$ cat config.mk
export PLATFORM = sky130hd
export DESIGN_NAME = uart_host_bridge
export DESIGN_NICKNAME = d
export VERILOG_FILES = /design/src/rtl/uart_host_bridge.sv
export SDC_FILE = /design/constraint.sdc
export NUM_CORES = 1
export LEC_CHECK = 0
export BUFFER_PORTS_ARGS = -buffer_cell sky130_fd_sc_hd__buf_2
export CORE_ASPECT_RATIO = 1.25
export CORE_MARGIN = 2
export CORE_UTILIZATION = 40
export DETAILED_ROUTE_END_ITERATION = 16
export PLACE_DENSITY = 0.75
export SLEW_MARGIN = 0
export SYNTH_ARGS = -nofsm -noshare
export SYNTH_HDL_FRONTEND = slang
export SYNTH_SLANG_ARGS = --single-unit
$ cat constraint.sdc
create_clock -name clk_i -period 1.82 [get_ports clk_i]
set_input_delay 0.182 -clock clk_i [delete_from_list [all_inputs] [get_ports clk_i]]
set_output_delay 0.182 -clock clk_i [all_outputs]
set_load 0.005 [all_outputs]
$ cat src/rtl/uart_host_bridge.sv
// uart_host_bridge
//   Autonomous bus master for the UART register block. It writes CTRL_INIT to
//   the control register once after reset. It then polls the status register.
//   Received bytes are moved from the rx data register to a byte stream, and
//   bytes from a second stream are pushed into the tx data register.
//
// Ports
//   clk_i, rst_i                  clock, asynchronous active-high reset
//   tx_data_i/tx_valid_i/tx_ready_o   tx byte stream in (1-entry holding reg)
//   rx_data_o/rx_err_o/rx_valid_o/rx_ready_i  rx byte stream out (1-entry)
//   init_done_o                   control write has been issued
//   wr_en_cpu_o/rd_en_cpu_o       register write/read strobes
//   cpu_addr_o/cpu_data_o         register address / write data
//   cpu_data_i                    read data, valid the cycle after rd_en_cpu_o
module uart_host_bridge #(
    parameter int unsigned                CPU_ADDR_WIDTH = 2,
    parameter int unsigned                CPU_DATA_WIDTH = 32,
    parameter logic [CPU_DATA_WIDTH-1:0]  CTRL_INIT      = '0
) (
    input  logic                      clk_i,
    input  logic                      rst_i,
    input  logic [7:0]                tx_data_i,
    input  logic                      tx_valid_i,
    output logic                      tx_ready_o,
    output logic [7:0]                rx_data_o,
    output logic                      rx_err_o,
    output logic                      rx_valid_o,
    input  logic                      rx_ready_i,
    output logic                      init_done_o,
    output logic                      wr_en_cpu_o,
    output logic                      rd_en_cpu_o,
    output logic [CPU_ADDR_WIDTH-1:0] cpu_addr_o,
    output logic [CPU_DATA_WIDTH-1:0] cpu_data_o,
    input  logic [CPU_DATA_WIDTH-1:0] cpu_data_i
);

    typedef enum logic [2:0] {
        INIT_WR,
        POLL_RD,
        POLL_WAIT,
        RX_RD,
        RX_WAIT,
        TX_WR
    } state_t;

    state_t                    r_state;
    state_t                    w_next;
    logic                      w_wr_en;
    logic                      w_rd_en;
    logic [CPU_ADDR_WIDTH-1:0] w_addr;
    logic [CPU_DATA_WIDTH-1:0] w_data;

    logic                      r_wr_en;
    logic                      r_rd_en;
    logic [CPU_ADDR_WIDTH-1:0] r_addr;
    logic [CPU_DATA_WIDTH-1:0] r_data;
    logic                      r_init_done;
    logic [5:0]                r_status_q;
    logic                      r_tx_ready;
    logic [7:0]                r_tx_byte;
    logic                      r_rx_valid;
    logic [7:0]                r_rx_data;
    logic                      r_rx_err;
    logic                      w_unused;

    // Only a few status/read-data bits are consumed.
    assign w_unused = &{1'b0, cpu_data_i, r_status_q[5], r_status_q[2:0]};

    always_ff @(posedge clk_i or posedge rst_i) begin
        if (rst_i) begin
            r_state <= INIT_WR;
        end else begin
            r_state <= w_next;
        end
    end

    // Strobes are registered from the next state so that they are visible
    // during the cycle the FSM spends in the matching state. INIT_WR is held
    // one extra cycle after reset so that the reset cycle keeps the strobes low.
    always_comb begin
        w_next  = r_state;
        w_wr_en = 1'b0;
        w_rd_en = 1'b0;
        w_addr  = '0;
        w_data  = '0;
        case (r_state)
            INIT_WR:   w_next = r_wr_en ? POLL_RD : INIT_WR;
            POLL_RD:   w_next = POLL_WAIT;
            POLL_WAIT: begin
                if (cpu_data_i[2] && !r_rx_valid) begin
                    w_next = RX_RD;
                end else if (!r_tx_ready && !cpu_data_i[0]) begin
                    w_next = TX_WR;
                end else begin
                    w_next = POLL_RD;
                end
            end
            RX_RD:     w_next = RX_WAIT;
            RX_WAIT:   w_next = POLL_RD;
            TX_WR:     w_next = POLL_RD;
            default:   w_next = INIT_WR;
        endcase
        case (w_next)
            INIT_WR: begin
                w_wr_en = 1'b1;
                w_data  = CTRL_INIT;
            end
            POLL_RD: begin
                w_rd_en = 1'b1;
                w_addr  = CPU_ADDR_WIDTH'(1);
            end
            RX_RD: begin
                w_rd_en = 1'b1;
                w_addr  = CPU_ADDR_WIDTH'(3);
            end
            TX_WR: begin
                w_wr_en      = 1'b1;
                w_addr       = CPU_ADDR_WIDTH'(2);
                w_data[8]    = 1'b1;
                w_data[7:0]  = r_tx_byte;
            end
            default: ;
        endcase
    end

    always_ff @(posedge clk_i or posedge rst_i) begin
        if (rst_i) begin
            r_wr_en     <= 1'b0;
            r_rd_en     <= 1'b0;
            r_addr      <= '0;
            r_data      <= '0;
            r_init_done <= 1'b0;
            r_status_q  <= '0;
        end else begin
            r_wr_en <= w_wr_en;
            r_rd_en <= w_rd_en;
            r_addr  <= w_addr;
            r_data  <= w_data;
            if (r_state == INIT_WR && w_next == POLL_RD) begin
                r_init_done <= 1'b1;
            end
            if (r_state == POLL_WAIT) begin
                r_status_q <= cpu_data_i[5:0];
            end
        end
    end

    // Tx holding register: frees in the TX_WR cycle, so a byte offered in
    // that same cycle still sees tx_ready_o low.
    always_ff @(posedge clk_i or posedge rst_i) begin
        if (rst_i) begin
            r_tx_ready <= 1'b1;
            r_tx_byte  <= '0;
        end else if (r_state == TX_WR) begin
            r_tx_ready <= 1'b1;
        end else if (tx_valid_i && r_tx_ready) begin
            r_tx_ready <= 1'b0;
            r_tx_byte  <= tx_data_i;
        end
    end

    // Rx holding register: RX_WAIT is only entered while empty.
    always_ff @(posedge clk_i or posedge rst_i) begin
        if (rst_i) begin
            r_rx_valid <= 1'b0;
            r_rx_data  <= '0;
            r_rx_err   <= 1'b0;
        end else if (r_state == RX_WAIT) begin
            r_rx_valid <= 1'b1;
            r_rx_data  <= cpu_data_i[7:0];
            r_rx_err   <= r_status_q[3] | r_status_q[4];
        end else if (r_rx_valid && rx_ready_i) begin
            r_rx_valid <= 1'b0;
        end
    end

    assign wr_en_cpu_o = r_wr_en;
    assign rd_en_cpu_o = r_rd_en;
    assign cpu_addr_o  = r_addr;
    assign cpu_data_o  = r_data;
    assign init_done_o = r_init_done;
    assign tx_ready_o  = r_tx_ready;
    assign rx_valid_o  = r_rx_valid;
    assign rx_data_o   = r_rx_data;
    assign rx_err_o    = r_rx_err;

endmodule

# --- Yosys cells after proc, flatten, opt, wreduce, memory -nomap -nowiden ---
# Index checks and enable logic that the tools add are counted.
op_classes:
  n_eq_ne: 8
  n_mux: 12
  bitwise: 2
  n_reduce_logical: 16
op_table:
  columns: ["operator", "count"]
  rows:
  - ["$pmux 3 s5", 1]
  - ["$eq 3x2->1 const B", 3]
  - ["$eq 3x3->1 const B", 3]
  - ["$mux 9", 1]
  - ["$mux 1", 7]
  - ["$eq 3x1->1 const B", 2]
  - ["$logic_not 3->1", 2]
  - ["$mux 3", 2]
  - ["$pmux 2 s3", 1]
  - ["$reduce_or 2->1", 3]
  - ["$logic_and 1x1->1", 5]
  - ["$reduce_bool 2->1", 2]
  - ["$logic_not 1->1", 3]
  - ["$reduce_and 2->1", 1]
  - ["$not 1->1", 1]
  - ["$or 1x1->1", 1]
totals:
  regBits: 41
  in_bits: 44
  output_inout_bits: 48
  wordCells: 50

# --- Longest topological paths before layout ---
depth:
  depth_word: 8
  mapped_depth: 5
  ltp_nobuf: 3

# --- Worst setup path before layout ---
# OpenSTA, ideal clock, no wires.
synth_path:
  path_kind: "register to register"
  startpoint: "register r_state[2]"
  endpoint: "register r_data[0] (netlist: cpu_data_o[0])"
  arrival_time_ps: 1374
  required_time_ps: 1754
  slack_ps: 379
  stages_incl_launch_ff: 5
  path_buffers: 1
  period_less_slack_ps: 1441
  cell_sequence: "dfrtp_1 -> buf_6 -> or3b_4 -> nor4_4 -> and2_1"
synth_between:
  elab_chain_cells: 5
  elab_cells_between_ends: 10
synth_rtl:
  columns: ["element", "line", "text"]
  rows:
  - ["start, declared", "46", "state_t r_state;"]
  - ["start signal, assigned", "73", "r_state <= w_next;"]
  - ["$eq 3x3->1", "86", "case (r_state)"]
  - ["$reduce_or 2->1 (no source line)", null, null]
  - ["$pmux 3 s5 (*)", "86", null]
  - ["$eq 3x3->1 (*)", "103", "case (w_next)"]
  - ["$mux 9 (*)", "103", null]
  - ["named net w_data[0]", "51", "logic [CPU_DATA_WIDTH-1:0] w_data;"]
  - ["end signal, assigned", "138", "r_data <= w_data;"]
  - ["end, declared", "56", "logic [CPU_DATA_WIDTH-1:0] r_data;"]
# The timed path passes the listed nets; every way through them passes the cells marked *.
# A chain may end at the register's enable or synchronous reset.

# --- Final worst setup path ---
layout_path:
  startpoint: "register r_state[1]"
  endpoint: "register r_data[5] (netlist: cpu_data_o[5])"
# The elaborated chain is that of the path after synthesis.

==> out/metrics.yaml <==
tns_ns: 0
layout_common_cells: "buf_2, dfrtp_1, conb_1"
core_area_um2: 3820
clock-sinks: 37
root_buffer: "clkbuf_8"
worst_skew_pair.late_latency_ns: 0.28
crit_path_end_kind: "flop"
vias: 994
ff2ff_path_depth: 3
syn_area_per_cell_um2: 12.9
critPathKind: "flop to flop"
die_x_um: 60.7
grt_max_degree: 20
grt_pass1_vias: 886
worstHoldPathCells: 2
ys_seq_elements: 37
cpMaxStageDelayCell: "dfrtp_1"
required_ns: 2.04
diodes: 0
ant_nets: 0
syn-cell-area_um2: 1610
design.portCount: 92
finalCritPeriodShare: 0.912
drive_gt1_frac: 0.455
drtIter0Drc: 6
ys_warn_count: 0
cts_made_buffers: 5
post_cts_buffers: 0
start_kind: "flop"
vias_per_cell: 4.28
rsz0062_at_grt: "false"
ys_seq_area_frac: 0.578
row_count: 25
initial_core_util: 0.421
crit_path_max_fanout: 10
status: "finished, final reports clean"
hold_class: "input pin to flop"
place.port_buffers: 44
layout_setup_ws_ns: 0.160
cts_max_path_buffers: 2
antenna_found_initial: 0
area_growth_pct: 20.3
setup_viol: 0
path_cells: "or3b_4 -> nor4_4 -> and2_1"
grt-ovfl-total: 0
cp_top_family: "simple AND/OR/NAND/NOR gates"
htreeDepth: 2
finalHoldViolCount: 0
finalPower_mw: 2.70
powerDensity_nw_per_um2: 1400
peakVddDrop_mv: 0.582
drv_cap: 0
clk_pin_slew_worst_paths_ns: 0.07
grt_pass1_wl_um: 3790
wl_per_cell_um: 10.4
fillers: 364
fmax_ghz: 0.602
place.gp.congestion: 0.700
final_nets: 221
hold_slack_ns: 0.0609
arrival_ns: 1.88
final_area_um2: 1930
yosysUniqueCellTypes: 26
dp_hpwl_um: 1850
dr.pass1.iters: 4
max_stage_delay_ns: 0.50
crit_buf_inv: 0
placed_area_um2: 1830
drt-total-wl_um: 2420
track_usage: 0.118
pre_cts_slack_ns: 0.171
final_common_cell: "buf_2"
cts_tree: "built"
cts_resized: 0
die-area_um2: 4540
period_needed_ns: 1.66
skew_ns: 0.00466
die-height_um: 74.8
cp.depth: 3
p_leak_nw: 1.02
drc: 0
netlist_instances: 124
drv_slew: 0
per-stage QoR:
| stage | cells | utilization |
|---|---|---|
| 6_report | 232 | 0.506 |
| 5_1_grt | 232 | 0.506 |
| 4_1_cts | 232 | 0.506 |
| 3_5_place_dp | 223 | 0.480 |
| 3_3_place_gp | 223 | 0.480 |
| 2_1_floorplan | 146 | - |
worst reg2reg max path, cell delays in order, from the launching register on:
cell and delay (ns):
dfrtp_1 0.50, or3b_4 0.48, nor4_4 0.43, and2_1 0.19
layout make-up:
| cell class | instances | area [µm²] | area share |
|---|---|---|---|
| clock buffers | 8 | 90.1 | 0.0467 |
| inverters | 6 | 22.5 | 0.0117 |
| multi-input cells | 76 | 536 | 0.277 |
| flip-flops and latches | 37 | 927 | 0.480 |
| well taps | 54 | 67.6 | 0.0350 |
| repair buffers | 51 | 288 | 0.149 |
Yosys cell counts:
library cell,n,area share
buf_4,24,0.11
dfstp_2,1,0.016
buf_2,1,0.0031
mux2i_1,1,0.0062
o21ai_0,2,0.0062
a21oi_2,1,0.0055
dfrtp_1,36,0.56
nor3b_1,1,0.0047
nor2_1,3,0.0070
inv_1,6,0.014
and2b_1,1,0.0047
o22ai_1,1,0.0039
nand2_1,2,0.0047
buf_6,2,0.014
and2_1,8,0.031
nor2b_1,2,0.0078
o21ba_2,1,0.0062
nor4_4,1,0.013
a22o_2,1,0.0062
o211a_1,1,0.0062
conb_1,1,0.0023
a21o_1,3,0.014
a21oi_1,3,0.0094
or3b_4,1,0.0070
nor3_1,2,0.0062
mux2_2,18,0.13
where the power goes:
group          internal, mW  switching (mW)  total [mW]
registers              1.13           0.183        1.31
clock network         0.308           0.260       0.568
logic                 0.490           0.333       0.823
registers in the layout, indices dropped and copies added (netlist names):
register,flops
rx_data_o,8
cpu_addr_o,1
tx_ready_o,1
init_done_o,1
rd_en_cpu_o,1
r_state,3
rx_valid_o,1
cpu_data_o,9
rx_err_o,1
r_status_q,2
r_tx_byte,8
wr_en_cpu_o,1
layer usage:
metal | GRT usage | vias to the layer above | wire (µm)
li1 | - | 473 | -
met1 | 0.129 | 473 | 922
met2 | 0.192 | 41 | 1270
met3 | 0.0326 | 7 | 148
met4 | 0.0870 | 0 | 78
met5 | 0 | - | 0
worst paths after layout:
path / startpoint / to / slack [ns]
min reg2reg: init_done_o / init_done_o / 0.45
max reg2reg: r_state[1] / cpu_data_o[5] / 0.16
max in group asynchronous: rst_i / tx_ready_o / 0.82
min: tx_valid_i / tx_ready_o / 0.06
min in group asynchronous: rst_i / r_tx_byte[7] / 0.43
max: r_state[1] / cpu_data_o[5] / 0.16
logic make-up after synthesis:
group / Yosys count / share of synthesized area
multiplexers: 19 / 0.132
AO/OA/AOI/OAI: 13 / 0.0577
AND/OR/NAND/NOR: 21 / 0.0865
flip-flops: 37 / 0.578
other: 1 / 0.00234
buffers and inverters: 33 / 0.143
what timing repair did:
item,CTS,global route
endpoints found under the setup margin,0,0
hold endpoints to repair,8,0
hold buffers,1,0
(Power assumes the default switching activity.)
